## config.mk

```make
export PLATFORM = sky130hd
export DESIGN_NAME = vga_timing_gen_flat
export DESIGN_NICKNAME = d
export VERILOG_FILES = /design/src/rtl/vga_timing_pkg.sv /design/src/rtl/vga_timing_gen_if.sv /design/src/rtl/vga_axis_counter.sv /design/src/rtl/vga_timing_gen.sv /design/src/flat_wrapper.sv
export SDC_FILE = /design/constraint.sdc
export NUM_CORES = 1
export LEC_CHECK = 0
export ABC_AREA = 1
export CORE_MARGIN = 5
export CORE_UTILIZATION = 39
export CTS_CLUSTER_SIZE = 14
export DETAILED_ROUTE_END_ITERATION = 10
export HOLD_SLACK_MARGIN = 0.05
export PLACE_DENSITY = 0.72
export SYNTH_ARGS = -nofsm -noshare
export SYNTH_HDL_FRONTEND = slang
export SYNTH_SLANG_ARGS = --single-unit
```

## constraint.sdc

```tcl
create_clock -name Clock_25 -period 2.2 [get_ports Clock_25]
set_input_delay 0.44 -clock Clock_25 [delete_from_list [all_inputs] [get_ports Clock_25]]
set_output_delay 0.44 -clock Clock_25 [all_outputs]
set_load 0.02 [all_outputs]
```

## src/rtl/vga_timing_pkg.sv

```systemverilog
// Shared VGA timing constants, sync polarity and state types for the raster generator.
// step_count is the one definition of "what an axis counter holds after this edge".
package vga_timing_pkg;

  typedef enum logic {
    POL_LOW  = 1'b0,
    POL_HIGH = 1'b1
  } sync_pol_e;

  typedef enum logic {
    ST_IDLE = 1'b0,
    ST_RUN  = 1'b1
  } gen_state_e;

  localparam int VGA640_H_ACTIVE = 640;
  localparam int VGA640_H_FP     = 16;
  localparam int VGA640_H_SYNC   = 96;
  localparam int VGA640_H_BP     = 48;
  localparam int VGA640_V_ACTIVE = 480;
  localparam int VGA640_V_FP     = 10;
  localparam int VGA640_V_SYNC   = 2;
  localparam int VGA640_V_BP     = 33;

  // Half-rate mode: horizontal figures are 640x480 halved, for pix_ce at Clock_25/2.
  localparam int VGA320_H_ACTIVE = 320;
  localparam int VGA320_H_FP     = 8;
  localparam int VGA320_H_SYNC   = 48;
  localparam int VGA320_H_BP     = 24;
  localparam int VGA320_V_ACTIVE = 240;
  localparam int VGA320_V_FP     = 5;
  localparam int VGA320_V_SYNC   = 2;
  localparam int VGA320_V_BP     = 15;

  function automatic int unsigned step_count(input int unsigned count, input logic inc,
                                             input logic clr, input int unsigned total);
    if (clr) return 0;
    if (!inc) return count;
    if (count == total - 1) return 0;
    return count + 1;
  endfunction

endpackage

```

## src/rtl/vga_timing_gen_if.sv

```systemverilog
// Raster timing bundle: control inputs into the generator, timing/coordinates out of it.
// master = generator side, slave = pixel pipeline / pin driver side.
interface vga_timing_gen_if #(
  parameter int HW = 10,
  parameter int VW = 10
);
  logic          pix_ce;
  logic          run;
  logic          h_synch;
  logic          v_synch;
  logic          display_en;
  logic [HW-1:0] pixel_count;
  logic [VW-1:0] line_count;
  logic [HW-1:0] pixel_x;
  logic [VW-1:0] pixel_y;
  logic          line_start;
  logic          frame_start;
  logic          vblank;

  modport master (
    input  pix_ce, run,
    output h_synch, v_synch, display_en, pixel_count, line_count,
           pixel_x, pixel_y, line_start, frame_start, vblank
  );

  modport slave (
    output pix_ce, run,
    input  h_synch, v_synch, display_en, pixel_count, line_count,
           pixel_x, pixel_y, line_start, frame_start, vblank
  );
endinterface

```

## src/rtl/vga_axis_counter.sv

```systemverilog
// One raster axis: wrapping position counter with a registered sync pulse.
// active is a combinational look-ahead: whether the value loaded on this edge is visible.
module vga_axis_counter
  import vga_timing_pkg::*;
#(
  parameter int        TOTAL  = 800,
  parameter int        ACTIVE = 640,
  parameter int        FP     = 16,
  parameter int        SYNC   = 96,
  parameter sync_pol_e POL    = POL_LOW,
  localparam int       W      = $clog2(TOTAL)
) (
  input  logic         Clock_25,
  input  logic         Reset,
  input  logic         inc,
  input  logic         clr,
  output logic [W-1:0] count,
  output logic         wrap,
  output logic         sync,
  output logic         active
);

  localparam logic [W-1:0] LAST_W       = W'(TOTAL - 1);
  localparam logic [W-1:0] ACTIVE_W     = W'(ACTIVE);
  localparam logic [W-1:0] SYNC_START_W = W'(ACTIVE + FP);
  localparam logic [W-1:0] SYNC_END_W   = W'(ACTIVE + FP + SYNC);
  localparam logic         ON           = (POL == POL_HIGH);

  logic [W-1:0] r_count;
  logic         r_sync;
  logic [W-1:0] w_next;
  logic         w_sync_next;

  assign w_next      = W'(step_count(32'(r_count), inc, clr, TOTAL));
  assign w_sync_next = !clr && (w_next >= SYNC_START_W) && (w_next < SYNC_END_W);

  always_ff @(posedge Clock_25 or posedge Reset) begin
    if (Reset) begin
      r_count <= '0;
      r_sync  <= ~ON;
    end else begin
      r_count <= w_next;
      r_sync  <= w_sync_next ? ON : ~ON;
    end
  end

  assign count  = r_count;
  assign sync   = r_sync;
  assign wrap   = inc && !clr && (r_count == LAST_W);
  assign active = !clr && (w_next < ACTIVE_W);

endmodule

```

## src/rtl/vga_timing_gen.sv

```systemverilog
// Parametrised VGA raster generator with pixel clock enable and run/stop control.
// IDLE parks both axes at zero; the first enabled edge out of IDLE starts a fresh frame.
module vga_timing_gen
  import vga_timing_pkg::*;
#(
  parameter int H_ACTIVE = VGA640_H_ACTIVE,
  parameter int H_FP     = VGA640_H_FP,
  parameter int H_SYNC   = VGA640_H_SYNC,
  parameter int H_BP     = VGA640_H_BP,
  parameter int V_ACTIVE = VGA640_V_ACTIVE,
  parameter int V_FP     = VGA640_V_FP,
  parameter int V_SYNC   = VGA640_V_SYNC,
  parameter int V_BP     = VGA640_V_BP,
  parameter bit H_POL    = 1'b0,
  parameter bit V_POL    = 1'b0
) (
  input  logic              Clock_25,
  input  logic              Reset,
  vga_timing_gen_if.master  vga
);

  localparam int H_TOTAL = H_ACTIVE + H_FP + H_SYNC + H_BP;
  localparam int V_TOTAL = V_ACTIVE + V_FP + V_SYNC + V_BP;
  localparam int HW      = $clog2(H_TOTAL);
  localparam int VW      = $clog2(V_TOTAL);

  gen_state_e    r_state;
  gen_state_e    w_state_next;
  logic          w_go;
  logic          w_clr;
  logic          w_start;
  logic          w_h_inc;
  logic          w_h_wrap;
  logic          w_v_wrap;
  logic          w_h_sync;
  logic          w_v_sync;
  logic          w_h_active;
  logic          w_v_active;
  logic          w_den_next;
  logic [HW-1:0] w_h_count;
  logic [HW-1:0] w_h_next;
  logic [VW-1:0] w_v_count;
  logic [VW-1:0] w_v_next;

  logic          r_display_en;
  logic          r_line_start;
  logic          r_frame_start;
  logic          r_vblank;
  logic [HW-1:0] r_pixel_x;
  logic [VW-1:0] r_pixel_y;

  assign w_go = vga.pix_ce & vga.run;

  always_ff @(posedge Clock_25 or posedge Reset) begin
    if (Reset) r_state <= ST_IDLE;
    else       r_state <= w_state_next;
  end

  // Leaving IDLE loads (0,0) without advancing, so the start edge itself shows pixel 0.
  always_comb begin
    w_state_next = r_state;
    w_clr        = 1'b1;
    w_start      = 1'b0;
    w_h_inc      = 1'b0;
    case (r_state)
      ST_IDLE: begin
        if (w_go) begin
          w_state_next = ST_RUN;
          w_clr        = 1'b0;
          w_start      = 1'b1;
        end
      end
      ST_RUN: begin
        if (vga.run) begin
          w_clr   = 1'b0;
          w_h_inc = vga.pix_ce;
        end else begin
          w_state_next = ST_IDLE;
        end
      end
      default: w_state_next = ST_IDLE;
    endcase
  end

  vga_axis_counter #(
    .TOTAL (H_TOTAL),
    .ACTIVE(H_ACTIVE),
    .FP    (H_FP),
    .SYNC  (H_SYNC),
    .POL   (sync_pol_e'(H_POL))
  ) u_h_counter (
    .Clock_25(Clock_25),
    .Reset   (Reset),
    .inc     (w_h_inc),
    .clr     (w_clr),
    .count   (w_h_count),
    .wrap    (w_h_wrap),
    .sync    (w_h_sync),
    .active  (w_h_active)
  );

  vga_axis_counter #(
    .TOTAL (V_TOTAL),
    .ACTIVE(V_ACTIVE),
    .FP    (V_FP),
    .SYNC  (V_SYNC),
    .POL   (sync_pol_e'(V_POL))
  ) u_v_counter (
    .Clock_25(Clock_25),
    .Reset   (Reset),
    .inc     (w_h_wrap),
    .clr     (w_clr),
    .count   (w_v_count),
    .wrap    (w_v_wrap),
    .sync    (w_v_sync),
    .active  (w_v_active)
  );

  assign w_h_next   = HW'(step_count(32'(w_h_count), w_h_inc, w_clr, H_TOTAL));
  assign w_v_next   = VW'(step_count(32'(w_v_count), w_h_wrap, w_clr, V_TOTAL));
  assign w_den_next = w_h_active & w_v_active;

  // Strobes fire only on the edge that loads a new zero, so a held pix_ce=0 never stretches them.
  always_ff @(posedge Clock_25 or posedge Reset) begin
    if (Reset) begin
      r_display_en  <= 1'b0;
      r_pixel_x     <= '0;
      r_pixel_y     <= '0;
      r_vblank      <= 1'b0;
      r_line_start  <= 1'b0;
      r_frame_start <= 1'b0;
    end else begin
      r_display_en  <= w_den_next;
      r_pixel_x     <= w_den_next ? w_h_next : '0;
      r_pixel_y     <= w_den_next ? w_v_next : '0;
      r_vblank      <= !w_clr && !w_v_active;
      r_line_start  <= w_start | w_h_wrap;
      r_frame_start <= w_start | (w_h_wrap & w_v_wrap);
    end
  end

  assign vga.h_synch     = w_h_sync;
  assign vga.v_synch     = w_v_sync;
  assign vga.pixel_count = w_h_count;
  assign vga.line_count  = w_v_count;
  assign vga.display_en  = r_display_en;
  assign vga.pixel_x     = r_pixel_x;
  assign vga.pixel_y     = r_pixel_y;
  assign vga.vblank      = r_vblank;
  assign vga.line_start  = r_line_start;
  assign vga.frame_start = r_frame_start;

endmodule
```

## src/flat_wrapper.sv

```systemverilog
// flat-port wrapper written by rule: the top's interface ports become plain ports
module vga_timing_gen_flat import vga_timing_pkg::*;
#(
  parameter int H_ACTIVE = VGA640_H_ACTIVE,
  parameter int H_FP     = VGA640_H_FP,
  parameter int H_SYNC   = VGA640_H_SYNC,
  parameter int H_BP     = VGA640_H_BP,
  parameter int V_ACTIVE = VGA640_V_ACTIVE,
  parameter int V_FP     = VGA640_V_FP,
  parameter int V_SYNC   = VGA640_V_SYNC,
  parameter int V_BP     = VGA640_V_BP,
  parameter bit H_POL    = 1'b0,
  parameter bit V_POL    = 1'b0
)
  (Clock_25, Reset, vga_pix_ce, vga_run, vga_h_synch, vga_v_synch, vga_display_en, vga_pixel_count, vga_line_count, vga_pixel_x, vga_pixel_y, vga_line_start, vga_frame_start, vga_vblank);
  vga_timing_gen_if vga_i ();
  input  logic Clock_25;
  input  logic Reset;
  input wire logic [$bits(vga_i.pix_ce)-1:0] vga_pix_ce;
  input wire logic [$bits(vga_i.run)-1:0] vga_run;
  output wire logic [$bits(vga_i.h_synch)-1:0] vga_h_synch;
  output wire logic [$bits(vga_i.v_synch)-1:0] vga_v_synch;
  output wire logic [$bits(vga_i.display_en)-1:0] vga_display_en;
  output wire logic [$bits(vga_i.pixel_count)-1:0] vga_pixel_count;
  output wire logic [$bits(vga_i.line_count)-1:0] vga_line_count;
  output wire logic [$bits(vga_i.pixel_x)-1:0] vga_pixel_x;
  output wire logic [$bits(vga_i.pixel_y)-1:0] vga_pixel_y;
  output wire logic [$bits(vga_i.line_start)-1:0] vga_line_start;
  output wire logic [$bits(vga_i.frame_start)-1:0] vga_frame_start;
  output wire logic [$bits(vga_i.vblank)-1:0] vga_vblank;
  assign vga_i.pix_ce = vga_pix_ce;
  assign vga_i.run = vga_run;
  assign vga_h_synch = vga_i.h_synch;
  assign vga_v_synch = vga_i.v_synch;
  assign vga_display_en = vga_i.display_en;
  assign vga_pixel_count = vga_i.pixel_count;
  assign vga_line_count = vga_i.line_count;
  assign vga_pixel_x = vga_i.pixel_x;
  assign vga_pixel_y = vga_i.pixel_y;
  assign vga_line_start = vga_i.line_start;
  assign vga_frame_start = vga_i.frame_start;
  assign vga_vblank = vga_i.vblank;
  vga_timing_gen #(.H_ACTIVE(H_ACTIVE), .H_FP(H_FP), .H_SYNC(H_SYNC), .H_BP(H_BP), .V_ACTIVE(V_ACTIVE), .V_FP(V_FP), .V_SYNC(V_SYNC), .V_BP(V_BP), .H_POL(H_POL), .V_POL(V_POL)) u_core (.Clock_25(Clock_25), .Reset(Reset), .vga(vga_i));
endmodule
```

==> results of run 1 <==
## flip-flops by register name, indices dropped and copies added, names as in the netlist
signal	cells
u_core.u_h_counter.count	10
u_core.vga.vblank	1
u_core.u_h_counter.sync	1
u_core.vga.frame_start	1
u_core.r_state	1
u_core.vga.pixel_x	10
u_core.u_v_counter.count	10
u_core.u_v_counter.sync	1
u_core.vga.pixel_y	10
u_core.vga.line_start	1
u_core.vga.display_en	1
## placed cells by master (no fill, tap or decap), drive strengths merged, types with 2 or more instances in the layout
master          n
buf            29
dfrtp          45
a21oi           4
nand3          23
dfstp           2
bufinv          2
o21bai          2
inv            44
ha              3
clkdlybuf4s50  49
xor2            3
nor3            4
nand2          60
o21ai          11
clkbuf          6
nor2           56
nand4           5
## critical path: stages
cell and delay [ns]:
clkdlybuf4s50_1 0.60, nand3_4 0.16, nor2_4 0.13, nand2_2 0.07, nor2_2 0.15, nand2_1 0.07, nand2_1 0.07, nand2_2 0.06
nor2_2 0.12, a21oi_2 0.07, nand2_2 0.11, buf_12 0.16, nor2_2 0.03
## timing repair
item / 4_1_cts / 5_1_grt
buffers inserted: 0 / 0
endpoints found under the setup margin: 0 / 20
gates resized for setup: 0 / 3
hold buffers: 0 / 0
## cell type report
class                   instances  area [um^2]  area share, %
multi-input cells             176          983           29.8
inverters                      44          168           5.08
clock inverters                 2         60.1           1.82
well taps                      75         93.8           2.84
repair buffers                 78          746           22.6
flip-flops and latches         47         1180           35.7
clock buffers                   6         72.6           2.20
## through the flow
step | worst slack, ns | cell area [um^2] | utilization (%) | hold WS, ns | setup TNS (ns)
after global routing | 0.00803 | 3300 | 56.1 | 0.512 | 0
final | 0.128 | 3300 | 56.1 | 0.470 | 0
after CTS | 0.0982 | 3290 | 56.0 | 0.486 | 0
after floorplan | 0.281 | 2340 | - | 0.602 | 0
after detailed placement | -0.181 | 3160 | 53.7 | 0.667 | -3.45
after global placement | -0.108 | 3160 | 53.7 | 0.646 | -2.04
## layer usage
metal / track usage [%] / vias to the layer above
li1: - / 997
met2: 26.1 / 43
met3: 3.10 / 5
met4: 4.60 / 0
met5: 0 / -
met1: 20.1 / 972
## report_power, final
| part | switching (mW) | total (mW) | internal, mW | leakage, nW |
|---|---|---|---|---|
| combinational | 0.0739 | 0.123 | 0.0494 | 0.836 |
| sequential | 0.00417 | 0.874 | 0.870 | 0.641 |
| clock | 0.285 | 0.739 | 0.454 | 0.0654 |
## kinds of logic after synthesis
kind of cell / share of synthesized area, %
adders and majority gates: 1.60
buffers and inverters: 8.11
xor gates and xnor gates: 1.12
and+or+nand+nor: 33.5
DFF: 50.3
AOI/OAI and AO/OA: 5.28
other: 0.160
## how the worst min path moves through the flow
| stage | start | slack [ns] | endpoint | cells past startpoint |
|---|---|---|---|---|
| 2_1_floorplan | vga_run | 0.60 | u_core.vga.line_start | 2 |
| 3_3_place_gp | u_core.u_h_counter.count[1] | 0.65 | u_core.u_h_counter.count[1] | 2 |
| 3_5_place_dp | u_core.u_h_counter.count[1] | 0.67 | u_core.u_h_counter.count[1] | 2 |
| 4_1_cts | Reset | 0.49 | u_core.vga.pixel_y[3] | 2 |
| 5_1_grt | Reset | 0.51 | u_core.vga.pixel_y[4] | 2 |
| 6_report | Reset | 0.47 | u_core.vga.pixel_y[4] | 2 |
==> flow_metrics.env, run 1 <==
export IMPL_status="finished, final reports clean"
export IMPL_synthTopCellsByCount="nand2_1, dfrtp_1, inv_1, nor2_1, nor2_2"
export IMPL_gp_congestion=0.881
export IMPL_synth_seq_area_share_pct=50.3
export IMPL_wl_met1_um=2450
export IMPL_via_per_inst=4.71
export IMPL_dr_pass1_iters=4
export IMPL_area_growth_pct=40.9
export IMPL_clk_pin_slew_worst_paths_ns=0.08
export IMPL_maxCapViolations=0
export IMPL_yosysMostFrequentCell="nand2_1"
export IMPL_min_period_ns=2.07
export IMPL_cp_startpoint="vga_pix_ce"
export IMPL_drv_slew=0
export IMPL_avgSynthCellArea_um2=8.72
export IMPL_setup_viol_count_final=0
export IMPL_rsz0062_at_grt="false"
export IMPL_overflow=0
export IMPL_fill_cells=559
export IMPL_synthArstFlopShare_pct=100
export IMPL_end_kind="flip-flop"
export IMPL_synthFlopType="dfrtp_1"
export IMPL_syn_inst=269
export IMPL_dp_cells=420
export IMPL_synth_top_cell_by_area="dfrtp_1"
export IMPL_r2r_cells=12
export IMPL_crit_arrival_ns=2.25
export IMPL_drive_gt1_share_pct=26.3
export IMPL_cp_start_kind="input pin"
export IMPL_synth_edf_count=0
export IMPL_clock_skew_ns=0.0131
export IMPL_final_nets=359
export IMPL_h_tree_depth=2
export IMPL_wire_per_inst_um=13.0
export IMPL_crit_fanout=9
export IMPL_met3_length_um=232
export IMPL_row_count=28
export IMPL_ys_seq_elements=47
export IMPL_grt_pass1_vias=1998
export IMPL_critical_path_reg2reg_endpoint="u_core.vga.pixel_x[7]"
export IMPL_fp_dieW_um=87.5
export IMPL_clock_latency_ns=0.30
export IMPL_yosysTopAreaCellShare_pct=48.0
export IMPL_required_ns=2.38
export IMPL_syn_nets=276
export IMPL_finalCritPeriodShare_pct=94.2
export IMPL_synth_area_leaders="dfrtp_1, nand2_1, nor2_2, inv_1, nor2_1"
export IMPL_yosysWarnings=0
export IMPL_ant_nets=0
export IMPL_criticalPathCategory="in -> reg"
export IMPL_drt_iter0_markers=112
export IMPL_fp_coreArea_um2=5890
export IMPL_wl_um=5570
export IMPL_wl_met2_um=2830
export IMPL_cts_tree="built"
export IMPL_io_buffers=49
export IMPL_synth_cell_types=31
export IMPL_cts_buffer_depth=2
export IMPL_dr_max_layer_used="met4"
export IMPL_antenna_found_initial=0
export IMPL_ir_worst_vdd_v=0.000371
export IMPL_fmax_mhz=483
export IMPL_netlist_area_um2=2340
export IMPL_numCtsBuffers=5
export IMPL_vias=2017
export IMPL_hold_viol_final=0
export IMPL_power_total_mw=1.74
export IMPL_layout_cells_non_filler=428
export IMPL_die_area_um2=7660
export IMPL_drc=0
export IMPL_initial_core_util_pct=39.8
export IMPL_r2r_start="u_core.u_h_counter.count[1]"
export IMPL_rrSetupSlack_ns=0.20
export IMPL_cts_sinks=47
export IMPL_die_height_um=87.5
export IMPL_leakage_nw=1.54
export IMPL_min_delay_path_class="in -> async"
export IMPL_grt_pass1_wl_um=9320
export IMPL_grt_start_max_net_pins=29
export IMPL_crit_end="u_core.vga.pixel_y[0]"
export IMPL_power_density_nw_per_um2=526
export IMPL_diodes=0
export IMPL_dpl_hpwl_um=4280
export IMPL_io_pins=50
export IMPL_cts_root_buf="clkbuf_8"
export IMPL_track_usage_pct=15.5
(Power assumes the default switching activity.)
==> run 2, diff against run 1 <==
CORE_MARGIN = not set   (was 5)
SETUP_SLACK_MARGIN = 0.15   (was not set)
==> flow_metrics.env, run 2 (same netlist as run 1, synthesis figures left out) <==
export IMPL_fmax_mhz=527
export IMPL_hold_viol_final=0
export IMPL_grt_start_max_net_pins=28
export IMPL_setup_viol_count_final=0
export IMPL_crit_buf_inv=2
export IMPL_end_kind="flip-flop"
export IMPL_r2r_cells=12
export IMPL_crit_chain="ha_2, inv_1, nor2_2, nand3_2, nor2_2, nand2_1, nand3_1, nor2_2, a21oi_2, nand2_2, buf_12, nor2_2"
export IMPL_numCtsBuffers=5
export IMPL_die_area_um2=6330
export IMPL_leakage_nw=1.56
export IMPL_maxCapViolations=0
export IMPL_dp_cells=419
export IMPL_die_height_um=79.5
export IMPL_final_cell_mix="nand2_1, clkdlybuf4s50_1, dfrtp_1, inv_1, buf_4"
export IMPL_diodes=0
export IMPL_antenna_found_initial=0
export IMPL_io_buffers=49
export IMPL_dr_pass1_iters=4
export IMPL_cp_start_kind="flip-flop"
export IMPL_vias=2003
export IMPL_via_per_inst=4.67
export IMPL_cts_buffer_depth=2
export IMPL_wl_um=5370
export IMPL_cts_tree="built"
export IMPL_layout_cells_non_filler=429
export IMPL_cts_root_buf="clkbuf_8"
export IMPL_criticalPathCategory="reg -> reg"
export IMPL_status="finished, final reports clean"
export IMPL_critical_path_reg2reg_endpoint="u_core.vga.pixel_y[3]"
export IMPL_rsz0062_at_grt="false"
export IMPL_crit_family="simple AND/OR/NAND/NOR gates"
export IMPL_track_usage_pct=19.1
export IMPL_dpl_hpwl_um=4030
export IMPL_fp_coreArea_um2=5640
export IMPL_required_ns=2.43
export IMPL_power_density_nw_per_um2=495
export IMPL_finish_utilization_pct=59.0
export IMPL_final_nets=363
export IMPL_drc=0
export IMPL_grt_pass1_wl_um=9090
export IMPL_fp_dieW_um=79.5
export IMPL_dr_max_layer_used="met4"
export IMPL_clock_skew_ns=0.00814
export IMPL_slowest_delay_ns=0.37
export IMPL_gp_congestion=0.866
export IMPL_drt_iter0_markers=102
export IMPL_initial_core_util_pct=41.6
export IMPL_area_growth_pct=42.0
export IMPL_io_pins=50
export IMPL_min_delay_path_class="in -> async"
export IMPL_cts_sinks=47
export IMPL_clk_pin_slew_worst_paths_ns=0.09
export IMPL_overflow=0
export IMPL_ir_worst_vdd_v=0.000231
export IMPL_crit_end="u_core.vga.pixel_y[3]"
export IMPL_wire_per_inst_um=12.5
export IMPL_power_total_mw=1.65
export IMPL_cp_depth=12
export IMPL_wl_met2_um=2560
export IMPL_drv_slew=0
export IMPL_crit_fanout=9
export IMPL_rrSetupSlack_ns=0.30
export IMPL_fill_cells=503
export IMPL_row_count=27
export IMPL_min_period_ns=1.90
export IMPL_finalCritPeriodShare_pct=86.3
export IMPL_wl_met1_um=2540
export IMPL_r2r_start="u_core.u_h_counter.count[0]"
export IMPL_clock_latency_ns=0.30
export IMPL_cp_startpoint="u_core.u_h_counter.count[0]"
export IMPL_h_tree_depth=2
export IMPL_crit_arrival_ns=2.13
export IMPL_crit_path_top_delay_cell="dfrtp_1"
export IMPL_layout_commonest_cell="nand2_1"
export IMPL_grt_pass1_vias=1906
export IMPL_ant_nets=0
export IMPL_met3_length_um=180
export IMPL_crit_top_cell="nor2_2"
export IMPL_drive_gt1_share_pct=29.4
## run 2: through the flow
stage / hold slack, ns / TNS (ns) / area (um^2) / setup WS, ns
6_report: 0.471 / 0 / 3330 / 0.302
5_1_grt: 0.505 / 0 / 3330 / 0.143
4_1_cts: 0.487 / 0 / 3290 / 0.191
3_5_place_dp: 0.671 / -3.39 / 3170 / -0.171
3_3_place_gp: 0.654 / -2.52 / 3170 / -0.132
2_1_floorplan: 0.602 / 0 / 2340 / 0.281
## run 2: area by class of cell
class	count	area [um^2]	share of cell area, %
Sequential cell	47	1180	35.5
Multi-Input combinational cell	176	1000	30.1
Timing Repair Buffer	82	773	23.2
Inverter	44	168	5.03
Tap cell	72	90.1	2.70
Clock buffer	6	82.6	2.48
Clock inverter	2	35.0	1.05
## run 2: metal layers
metal	GRT usage, %	up-vias
met5	0	-
met4	7.64	0
met3	3.89	8
met2	28.6	41
met1	26.7	950
li1	-	1004
## run 2: how the worst min path moves through the flow
stage	startpoint	to	slack [ns]
after CTS	Reset	u_core.vga.pixel_x[9]	0.49
after global routing	Reset	u_core.vga.pixel_x[9]	0.50
after detailed placement	u_core.u_v_counter.count[3]	u_core.u_v_counter.count[3]	0.67
final	Reset	u_core.u_v_counter.count[6]	0.47
after global placement	u_core.u_h_counter.count[1]	u_core.u_h_counter.count[1]	0.65
after floorplan	vga_run	u_core.vga.line_start	0.60
## run 2: timing repair
action / in CTS / in global routing
endpoints found under the hold margin: 0 / 0
endpoints found under the setup margin: 6 / 21
gates resized for setup: 2 / 10
hold buffers: 0 / 0
buffers inserted: 0 / 2
pin swaps: 0 / 2
## run 2: report_power, final
| part | internal (mW) | switching (mW) |
|---|---|---|
| clock network | 0.368 | 0.287 |
| registers | 0.870 | 0.00394 |
| logic | 0.0469 | 0.0732 |
| total | 1.28 | 0.364 |
## run 2: worst reg2reg max path, cell delays in order (launching register included)
cell and delay [ns]:
dfrtp_1 0.37, ha_2 0.20, inv_1 0.09, nor2_2 0.17
nand3_2 0.13, nor2_2 0.16, nand2_1 0.07, nand3_1 0.11
nor2_2 0.07, a21oi_2 0.12, nand2_2 0.10, buf_12 0.16
nor2_2 0.08
